--- config.mk ---
export PLATFORM = sky130hd
export DESIGN_NAME = cla_result_collector
export DESIGN_NICKNAME = d
export VERILOG_FILES = /design/src/rtl/cla_pkg.sv /design/src/rtl/cla_result_collector.sv
export SDC_FILE = /design/constraint.sdc
export NUM_CORES = 1
export LEC_CHECK = 0
export ABC_AREA = 0
export ABC_CLOCK_PERIOD_IN_PS = 3000
export CELL_PAD_IN_SITES_DETAIL_PLACEMENT = 1
export CELL_PAD_IN_SITES_GLOBAL_PLACEMENT = 1
export CORE_MARGIN = 3
export CORE_UTILIZATION = 45
export CTS_BUF_LIST = sky130_fd_sc_hd__clkbuf_4 sky130_fd_sc_hd__clkbuf_8
export CTS_CLUSTER_DIAMETER = 60
export DETAILED_ROUTE_END_ITERATION = 8
export PLACE_DENSITY = 0.85
export SYNTH_ARGS = -nofsm -noshare
export SYNTH_HDL_FRONTEND = slang
export SYNTH_SLANG_ARGS = --single-unit
--- constraint.sdc ---
create_clock -name clk -period 3 [get_ports clk]
set_clock_uncertainty 0.15 [all_clocks]
set_input_delay 0.6 -clock clk [delete_from_list [all_inputs] [get_ports clk]]
set_output_delay 0.6 -clock clk [all_outputs]
set_load 0.1 [all_outputs]
--- src/rtl/cla_pkg.sv ---
// Shared types and constants for the carry-lookahead adder slice.
// The adder datapath width is fixed; NBYTES_DEFAULT is the default number
// of bytes per wide addition handled by the result collector.
package cla_pkg;

  localparam int W              = 8;
  localparam int NBYTES_DEFAULT = 4;

  typedef enum logic {
    COLLECT = 1'b0,
    DRAIN   = 1'b1
  } state_t;

  // Width of an index that addresses n entries (at least one bit).
  function automatic int idx_width(input int n);
    return (n <= 2) ? 1 : $clog2(n);
  endfunction

endpackage

--- src/rtl/cla_result_collector.sv ---
// Downstream stage of the 8-bit carry-lookahead adder.
// A wide addition is fed LSB byte first: each accepted byte's carry-out is
// registered and returned as the adder's carry-in for the next byte. Once
// NBYTES bytes are held, they are streamed out LSB first with valid/ready,
// together with the carry-out of the most significant byte.
// Writes and reads never overlap in time, so a plain register array is
// enough for the buffer.
module cla_result_collector
  import cla_pkg::*;
#(
  parameter int NBYTES = NBYTES_DEFAULT
) (
  input  logic         clk,
  input  logic         rst_n,
  input  logic [W-1:0] sum_in,
  input  logic         cout_in,
  input  logic         sum_valid,
  output logic         sum_ready,
  output logic         cin_out,
  input  logic         abort,
  output logic [W-1:0] res_data,
  output logic         res_valid,
  input  logic         res_ready,
  output logic         res_last,
  output logic         final_cout
);

  localparam int            IW       = idx_width(NBYTES);
  localparam logic [IW-1:0] LAST_IDX = IW'(NBYTES - 1);
  localparam logic [IW-1:0] IDX_ONE  = IW'(1);

  state_t        state_reg, state_next;
  logic [IW-1:0] wr_idx_reg, wr_idx_next;
  logic [IW-1:0] rd_idx_reg, rd_idx_next;
  logic          carry_reg, carry_next;
  logic          final_cout_reg, final_cout_next;

  logic [W-1:0]  data_buf [NBYTES];
  logic          accept;

  // A byte is stored only while collecting; abort drops a coincident byte.
  assign accept = (state_reg == COLLECT) && sum_valid && !abort;

  // Control state, indices and carries.
  always_ff @(posedge clk or negedge rst_n) begin
    if (!rst_n) begin
      state_reg      <= COLLECT;
      wr_idx_reg     <= '0;
      rd_idx_reg     <= '0;
      carry_reg      <= 1'b0;
      final_cout_reg <= 1'b0;
    end else begin
      state_reg      <= state_next;
      wr_idx_reg     <= wr_idx_next;
      rd_idx_reg     <= rd_idx_next;
      carry_reg      <= carry_next;
      final_cout_reg <= final_cout_next;
    end
  end

  // Next-state logic: abort wins over any handshake in either state.
  always_comb begin
    state_next      = state_reg;
    wr_idx_next     = wr_idx_reg;
    rd_idx_next     = rd_idx_reg;
    carry_next      = carry_reg;
    final_cout_next = final_cout_reg;

    if (abort) begin
      state_next      = COLLECT;
      wr_idx_next     = '0;
      rd_idx_next     = '0;
      carry_next      = 1'b0;
      final_cout_next = 1'b0;
    end else begin
      case (state_reg)
        COLLECT: begin
          if (sum_valid) begin
            carry_next = cout_in;
            // The first byte of a new operation retires the previous flag.
            if (wr_idx_reg == '0) begin
              final_cout_next = 1'b0;
            end
            if (wr_idx_reg == LAST_IDX) begin
              final_cout_next = cout_in;
              carry_next      = 1'b0;
              wr_idx_next     = '0;
              rd_idx_next     = '0;
              state_next      = DRAIN;
            end else begin
              wr_idx_next = wr_idx_reg + IDX_ONE;
            end
          end
        end
        DRAIN: begin
          if (res_ready) begin
            if (rd_idx_reg == LAST_IDX) begin
              rd_idx_next = '0;
              state_next  = COLLECT;
            end else begin
              rd_idx_next = rd_idx_reg + IDX_ONE;
            end
          end
        end
        default: begin
          state_next = COLLECT;
        end
      endcase
    end
  end

  // Result byte storage; contents need no reset since nothing is emitted
  // until a full operation has been written.
  always_ff @(posedge clk) begin
    if (accept) begin
      data_buf[wr_idx_reg] <= sum_in;
    end
  end

  // Outputs decode from state and registers only, so there is no
  // combinational path from sum_valid or res_ready.
  assign sum_ready  = (state_reg == COLLECT);
  assign cin_out    = carry_reg;
  assign res_valid  = (state_reg == DRAIN);
  assign res_last   = (state_reg == DRAIN) && (rd_idx_reg == LAST_IDX);
  assign res_data   = (state_reg == DRAIN) ? data_buf[rd_idx_reg] : '0;
  assign final_cout = final_cout_reg;

endmodule

==> impl_results.md, run 1 <==
* Worst R2R Setup Slack at 1.13 ns
* Worst path slowest cell: dfrtp_1
* Rel. slew slack at 0.7099
* Final setup viols at 0
* Filler Cells Inserted at 325
* Crit-path max FO at 11
* Multi-input logic area at 466.7 um2
* Layout cells sized above 1 at 0.1583
* H-tree levels at 2
* Largest net degree at the start of global routing at 17
* WHS Endpoint: cin_out$_DFFE_PN0P_
* Synthesized net count at 129
* Metal3 WL at 139 um
* Critical Path AT at 1.71 ns
* Tot GR Track Use at 0.1743
* Leak at 0.7173 nW
* Unrepaired setup endpoints after global routing: no
* Root buf cell: clkbuf_8
* Max-cap viol count at 0
* Clock transition at path regs at 0.07 ns
* Avg Vias per Cell at 5.243
* Nets at 158
* Sinks on Clock Net at 39
* Synth top cells by count: edfxtp_1, mux2i_1, o22ai_1
* Post-placement setup slack at 0.5622 ns
* Max layer used: met4
* DRT antenna net count at 0
* First-pass GRT wire length at 5437 um
* Nature of the critical path endpoint: primary output
* PnR worst setup slack at 0.5382 ns
* Share of the synthesized area in the top cell type at 0.5814
* DRT Wirelength at 3440 um
* Crit-path max cell delay at 0.53 ns
* HPWL after DPL at 2641 um
* Routed len/inst at 18.59 um
* Number of enable flip-flop cells after synthesis at 32
* Post-synthesis sequential area ratio at 0.6874
* Avg Inst Size Synth at 15.16 um2
* DIE HEIGHT at 66.61 um
* Pwr Total at 1.028 mW
* Register area at 1136 um2
* Initial DRC Count at 28
* Reg2reg start: res_valid$_DFF_PN0_
* Worst Hold Path Cells at 2
* Detailed-route wire length on metal 1 at 1421 um
* Pins Over Slew Limit at 0
* Outcome: complete, no violations
* Worst-Margin Slew at 0.4351 ns
* Fin crit period at 2.462 ns
* Core Area at 3442 um2
* Top-level port count at 27
* Critical Path RT at 2.25 ns
* VDD IR max at 0.0002712 V
* Total length of routed met2 wires at 1861 um
* Area Overhead vs Synth at 27.25%
* # diodes at 0
* Hold slack at 0.3847 ns
* Library cells used by synthesis at 24
* Synth top area cells: edfxtp_1, dfrtp_1, mux2i_1
* Part of the cycle the worst path needs at 0.8206
* Post-synth ARST share at 0.1795
* CTS tree: yes
* Power per cell area at 489.0 nW/um2
* Rows at 21
* Post-CTS setup buffers at 0
* Setup TNS Final at 0 ns
* Worst r2r dst: data_buf[0][6]$_DFFE_PP_
* Fmax at 406.2 MHz
* RePlAce Congestion at 0.7004
* Yosys top cell by area: edfxtp_1
* Worst min path class: reg2reg
* Largest register FFs at 32
* Syn. warnings at 0
* Vias in the first global route at 1,092
* Clock Path Buffers at 2
* Post-Synthesis Cells at 109
* Grt total ovfl at 0
* Drc violations at 0
* Initial antenna violation count at 0
* Pre-antenna DRT Iters at 4
* Fin. Hold Viols at 0
* Worst skew pair latency at 0.28 ns
* Post-CTS Resized at 0
* # hold bufs at CTS at 0
* Cell Chain, Critical Path: nand2b_1 -> o22ai_1 -> buf_12
* Nature of the critical path startpoint: flip-flop
* Main flop type after synthesis: edfxtp_1
* Post-Syn Area at 1653 um2
* IO buf count at 26
* Total CTS buffers at 5
* Starting Density at 0.4802
* Die area at 4436 um2
* Top-count cell post-synth: edfxtp_1
* Reg2reg path depth at 3
* Hold wc startpoint: cin_out$_DFFE_PN0P_
* Die Span X at 66.61 um
* Synth Register Bits at 39
* Vias at 970
* Critical path type: reg2out
[through the flow]
stage	instance area, um2	util	cells
2_1_floorplan	1653	-	109
3_3_place_gp	2019	0.5867	177
3_5_place_dp	2019	0.5867	177
4_1_cts	2103	0.6111	185
5_1_grt	2103	0.6111	185
6_report	2103	0.6111	185
[worst max-delay path, delay by kind of cell (launching register included)]
family | cells | cell delay [ns]
AO/OA/AOI/OAI | 1 | 0.39
flip-flops | 1 | 0.53
AND/OR/NAND/NOR | 1 | 0.28
buffers and inverters | 1 | 0.22
[cells in the final DEF, fill, tap and decap left out]
| master | instances |
|---|---|
| nor2_1 | 3 |
| o21ai_0 | 1 |
| nand3b_1 | 2 |
| nand2_1 | 4 |
| buf_12 | 9 |
| edfxtp_1 | 32 |
| inv_1 | 3 |
| dfrtp_1 | 7 |
| nand3_1 | 3 |
| and2_1 | 5 |
| or3_1 | 1 |
| o22ai_1 | 8 |
| a21oi_1 | 6 |
| clkdlybuf4s50_1 | 13 |
| ha_1 | 6 |
| buf_4 | 5 |
| a211oi_1 | 1 |
| clkinvlp_4 | 1 |
| xnor2_1 | 1 |
| clkbuf_8 | 5 |
| and2b_2 | 1 |
| nand2b_1 | 2 |
| mux2i_1 | 16 |
| clkinv_1 | 2 |
| nand4b_1 | 1 |
| nand2_2 | 1 |
[layout make-up]
class | count | area share
clock buffer | 5 | 0.03272
clock inverter | 3 | 0.007139
timing repair buffer | 27 | 0.1654
tap | 46 | 0.02736
multi-input combinational | 62 | 0.2219
inverter | 3 | 0.005354
sequential | 39 | 0.5402
[power breakdown]
group | internal [mW] | total, mW | switching, mW
Sequential | 0.603 | 0.612 | 0.00866
Combinational | 0.0340 | 0.0869 | 0.0529
Clock | 0.158 | 0.330 | 0.172
[routing by layer]
| layer | up-vias | global-route usage |
|---|---|---|
| li1 | 465 | - |
| met3 | 2 | 0.05228 |
| met1 | 480 | 0.1982 |
| met2 | 23 | 0.3119 |
| met5 | - | 0 |
| met4 | 0 | 0.05330 |
[how the worst max path moves through the flow]
stage / from / endpoint / slack, ns / cells past startpoint
finish: res_valid$_DFF_PN0_ / res_data[1] / 0.54 / 3
global route: res_valid$_DFF_PN0_ / res_data[1] / 0.40 / 3
CTS: res_valid$_DFF_PN0_ / res_data[1] / 0.50 / 3
detailed placement: sum_valid / data_buf[2][7]$_DFFE_PP_ / 0.56 / 4
global placement: sum_valid / data_buf[2][7]$_DFFE_PP_ / 0.72 / 4
floorplan: res_valid$_DFF_PN0_ / res_data[0] / -0.57 / 4
[cells by family after synthesis]
| family | count (synthesis) | synth area share |
|---|---|---|
| compound gates | 16 | 0.05602 |
| fa+ha+maj | 6 | 0.04542 |
| xor+xnor | 1 | 0.005300 |
| mux | 16 | 0.09689 |
| simple gates | 23 | 0.07873 |
| flops | 39 | 0.6874 |
| buf+inv | 8 | 0.03028 |
(Power assumes the default switching activity.)
==> run 2, diff against run 1 <==
ABC_CLOCK_PERIOD_IN_PS = 2400   (was 3000)
clock period = 2.4 ns   (was 3 ns; I/O delays follow)
==> run 2 against run 1 <==
Compared with the run above:
- final area up 7.1%
- combinational power up 38%
- highest routed layer unchanged
- via count up 0.93%
- core utilization up 4.3 points
==> impl_results.md, run 2 (synthesized netlist as in run 1, its figures left out) <==
* Leak at 0.7392 nW
* Vias at 979
* RePlAce Congestion at 0.8419
* Top-level port count at 27
* Area Overhead vs Synth at 36.26%
* Fin. Hold Viols at 0
* Total CTS buffers at 5
* Sinks on Clock Net at 39
* Rel. slew slack at 0.7205
* Crit-path most repeated cell: buf_12
* Leading cell types in the layout, fill and taps excluded: edfxtp_1, mux2i_1, clkdlybuf4s50_1
* H-tree levels at 2
* Most common cell after layout, fill and taps aside: edfxtp_1
* Part of the cycle the worst path needs at 0.9287
* Pins Over Slew Limit at 0
* Critical path type: reg2out
* First-pass GRT wire length at 5506 um
* Worst-Margin Slew at 0.4178 ns
* HPWL after DPL at 2653 um
* Crit-path max FO at 16
* Clock transition at path regs at 0.07 ns
* Nets at 160
* Vias in the first global route at 1,047
* Filler Cells Inserted at 298
* Initial antenna violation count at 0
* Starting Density at 0.4802
* Worst skew pair latency at 0.28 ns
* Die area at 4436 um2
* Max-cap viol count at 0
* Pwr Total at 1.304 mW
* DRT antenna net count at 0
* Outcome: complete, no violations
* Rows at 21
* Power per cell area at 579.2 nW/um2
* Largest register FFs at 32
* Hold slack at 0.3113 ns
* Die Span X at 66.61 um
* # diodes at 0
* Worst Setup SP: rd_idx_reg[1]$_DFFE_PN0P_
* Worst min path class: in2async
* Drc violations at 0
* Setup TNS Final at 0 ns
* Clock Path Buffers at 2
* Post-CTS setup buffers at 0
* DRT Wirelength at 3413 um
* Final setup viols at 0
* Crit-path max cell delay at 0.42 ns
* Core Area at 3442 um2
* Fmax at 448.7 MHz
* Final core utilization at 0.6543
* Reg2reg start: res_valid$_DFF_PN0_
* Worst path slowest cell: dfrtp_1
* Layout cells sized above 1 at 0.2553
* Largest net degree at the start of global routing at 17
* Fin crit period at 2.229 ns
* # hold bufs at CTS at 0
* CTS tree: yes
* Unrepaired setup endpoints after global routing: no
* Nature of the critical path endpoint: primary output
* VDD IR max at 0.0006890 V
* Pre-antenna DRT Iters at 4
* Root buf cell: clkbuf_8
* Avg Vias per Cell at 5.235
* DIE HEIGHT at 66.61 um
* Cell Chain, Critical Path: buf_12 -> mux2i_1 -> o22ai_4 -> buf_12
* Critical Path RT at 1.77 ns
* Grt total ovfl at 0
* Routed len/inst at 18.25 um
* Nature of the critical path startpoint: flip-flop
* Initial DRC Count at 25
* Tot GR Track Use at 0.1778
* Critical Path AT at 1.60 ns
* Post-CTS Resized at 0
* IO buf count at 26
==> run 2: worst paths after layout <==
check	cells past startpoint	slack, ns	to
setup / recovery	4	0.17	res_data[1]
hold / removal	1	0.31	final_cout$_DFFE_PN0P_
setup reg to reg	3	0.50	data_buf[3][1]$_DFFE_PP_
hold reg to reg	2	0.39	cin_out$_DFFE_PN0P_
max in group asynchronous	1	1.50	res_valid$_DFF_PN0_
min in group clk	2	0.39	cin_out$_DFFE_PN0P_
==> run 2: worst max-delay path, delay by kind of cell, from the launching register on <==
| kind | cells | cell delay, ns |
|---|---|---|
| AOI/OAI and AO/OA | 1 | 0.14 |
| muxes | 1 | 0.37 |
| buffers and inverters | 2 | 0.38 |
| DFF | 1 | 0.42 |
==> run 2: per-stage QoR <==
step	std cells	setup WS, ns	cell area, um2
2_1_floorplan	109	0.1274	1770
3_3_place_gp	179	0.2289	2163
3_5_place_dp	179	0.1324	2163
4_1_cts	187	0.1397	2252
5_1_grt	187	0.08000	2252
6_report	187	0.1711	2252
==> run 2: area by class of cell <==
cell class	count	area, um2	share of cell area
Multi-Input combinational cell	62	579.3	0.2572
Tap cell	46	57.56	0.02556
Timing Repair Buffer	29	375.4	0.1667
Sequential cell	39	1140	0.5061
Clock buffer	6	76.32	0.03389
Clock inverter	2	12.51	0.005556
Inverter	3	11.26	0.005000
==> run 2: where the power goes <==
group          internal [mW]  switching (mW)  total, mW
Combinational         0.0462          0.0741      0.120
Sequential             0.754          0.0107      0.765
Clock                  0.214           0.206      0.419
==> run 2: per-layer routing <==
metal,global-route usage,part of all wire,vias to the layer above
met2,0.2896,0.51,18
met3,0.04216,0.031,5
li1,-,-,467
met1,0.2389,0.45,489
met4,0.04569,0.012,0
met5,0,0,-
==> run 3, diff against run 2 <==
GPL_TIMING_DRIVEN = 0   (was default)
==> run 3 against run 2 <==
Compared with the run above:
- sequential cell count unchanged
- largest power group unchanged
- core utilization up 0.51 points
- critical endpoint is now res_data[4]
- via count increased by 4.2%
- first-iteration DRC count increased to 3.3 times the previous value
- register-to-register slack lost 0.09 ns
- non-clock buffer count is 1 higher
- combinational power about the same
- fmax shrank 4.6%
==> impl_results.md, run 3 (synthesized netlist as in run 1, its figures left out) <==
* Initial DRC Count at 82
* Die Span X at 66.61 um
* Layout cells sized above 1 at 0.3099
* Drc violations at 0
* Largest register FFs at 32
* Vias at 1,020
* Flop pwr share at 0.539
* Pwr Total at 1.420 mW
* HPWL after DPL at 2502 um
* Core Area at 3442 um2
* Rows at 21
* Routed len/inst at 21.27 um
* Critical path's top delay family: buffers and inverters
* Post-route cell area at 2270 um2
* Worst path slowest cell: dfrtp_1
* Tot GR Track Use at 0.1822
* Avg Vias per Cell at 5.426
* H-tree levels at 2
* Crit-path max FO at 8
* VDD IR max at 0.0003649 V
* First-pass GRT wire length at 5706 um
* Critical path type: reg2out
* Nature of the critical path endpoint: primary output
* Area Overhead vs Synth at 37.32%
* Pins Over Slew Limit at 0
* Switching power share of the total at 0.2202
* Top-level port count at 27
* Critical Path AT at 1.71 ns
* Crit-path max cell delay at 0.45 ns
* Die area at 4436 um2
* WP buf/inv at 2
* Worst R2R Setup Slack at 0.41 ns
* CTS tree: yes
* Fmax at 428.0 MHz
* IO buf count at 25
* DIE HEIGHT at 66.61 um
* Pre-antenna DRT Iters at 4
* Most common cell after layout, fill and taps aside: edfxtp_1
* Critical Path RT at 1.77 ns
* Placed Area at 2078 um2
* DRT Wirelength at 3998 um
* Worst-Margin Slew at 0.9659 ns
* Fin. Hold Viols at 0
* Setup TNS Final at 0 ns
* Reg2reg path depth at 4
* Clock transition at path regs at 0.08 ns
* Detailed-route wire length on metal 1 at 1544 um
* Clock Path Buffers at 2
* Worst skew pair latency at 0.29 ns
* # diodes at 0
* RePlAce Congestion at 0.7613
* Power per cell area at 625.6 nW/um2
* Grt total ovfl at 0
* Post-CTS setup buffers at 0
* Sinks on Clock Net at 39
* Worst min path class: in2async
* Largest net degree at the start of global routing at 14
* Switching power at 312.6 uW
* Worst r2r dst: data_buf[1][2]$_DFFE_PP_
* Internal Power at 1.107 mW
* DRT antenna net count at 0
* Part of the cycle the worst path needs at 0.9734
* Outcome: complete, no violations
* Cell Chain, Critical Path: nand2b_1 -> clkbuf_4 -> o22ai_4 -> buf_4
* Root buf cell: clkbuf_8
* Reg2reg start: res_valid$_DFF_PN0_
* Nets at 161
* Capture point of the critical path: res_data[4]
* Total CTS buffers at 5
* Nature of the critical path startpoint: flip-flop
* Starting Density at 0.4802
* CP Depth at 4
* Rel. slew slack at 0.3550
* Total length of routed met2 wires at 2305 um
* Final core utilization at 0.6594
* Filler Cells Inserted at 305
* Final setup viols at 0
* Clk pwr share at 0.377
* Hold slack at 0.3060 ns
* Fin crit period at 2.336 ns
* Leak at 0.7811 nW
* Initial antenna violation count at 0
* Worst Setup SP: rd_idx_reg[0]$_DFFE_PN0P_
* Metal3 WL at 120 um
* Comb pwr share at 0.083
* Max layer used: met4
* Leading cell types in the layout, fill and taps excluded: edfxtp_1, clkdlybuf4s50_1, o22ai_4
* Max-cap viol count at 0
* Vias in the first global route at 1,075
* # hold bufs at CTS at 0
run 3: cell count changes in the layout (fill, tap and decap cells not counted), moves of 2 or more:
cell and delta:
buf_12 -9, mux2i_1 -9, mux2i_4 +5, mux2i_2 +4
buf_6 +3, clkdlybuf4s15_2 +2, dlygate4sd2_1 +2
run 3: cell type report:
class | instances | area, um2 | area share
inverters | 3 | 11.26 | 0.004961
flip-flops and latches | 39 | 1140 | 0.5022
plain buffers | 5 | 55.05 | 0.02426
clock inverters | 3 | 43.79 | 0.01929
multi-input cells | 62 | 656.9 | 0.2894
clock buffers | 5 | 68.82 | 0.03032
repair buffers | 25 | 236.5 | 0.1042
well taps | 46 | 57.56 | 0.02536
run 3: power by group through the flow:
stage               sequential [mW]  combinational [mW]  clock [mW]
floorplan                     0.786              0.0571           0
global placement              0.776               0.110           0
finish                        0.766               0.118       0.536
detailed placement            0.778               0.116           0
global route                  0.768               0.128       0.574
CTS                           0.763               0.116       0.547
run 3: routing by layer:
metal / global-route usage / vias up
li1: - / 471
met1: 0.2180 / 515
met2: 0.3292 / 29
met3: 0.04047 / 5
met4: 0.04569 / 0
met5: 0 / -
run 3: how the worst min path moves through the flow:
stage                                 to  cells after the start
4_1_cts        wr_idx_reg[0]$_DFFE_PN0P_                      2
3_3_place_gp         cin_out$_DFFE_PN0P_                      2
2_1_floorplan        cin_out$_DFFE_PN0P_                      0
5_1_grt              res_valid$_DFF_PN0_                      1
3_5_place_dp         cin_out$_DFFE_PN0P_                      2
6_report             res_valid$_DFF_PN0_                      1
run 3: timing repair:
action,in CTS,in global routing
gates resized for setup,58,18
gates cloned,0,0
setup endpoints to repair,12,9
run 3: stage by stage:
stage	worst slack, ns	std cells
finish	0.06376	188
floorplan	0.1274	109
CTS	-0.05226	188
detailed placement	-0.4977	180
global placement	-0.4401	180
global route	-0.003745	188
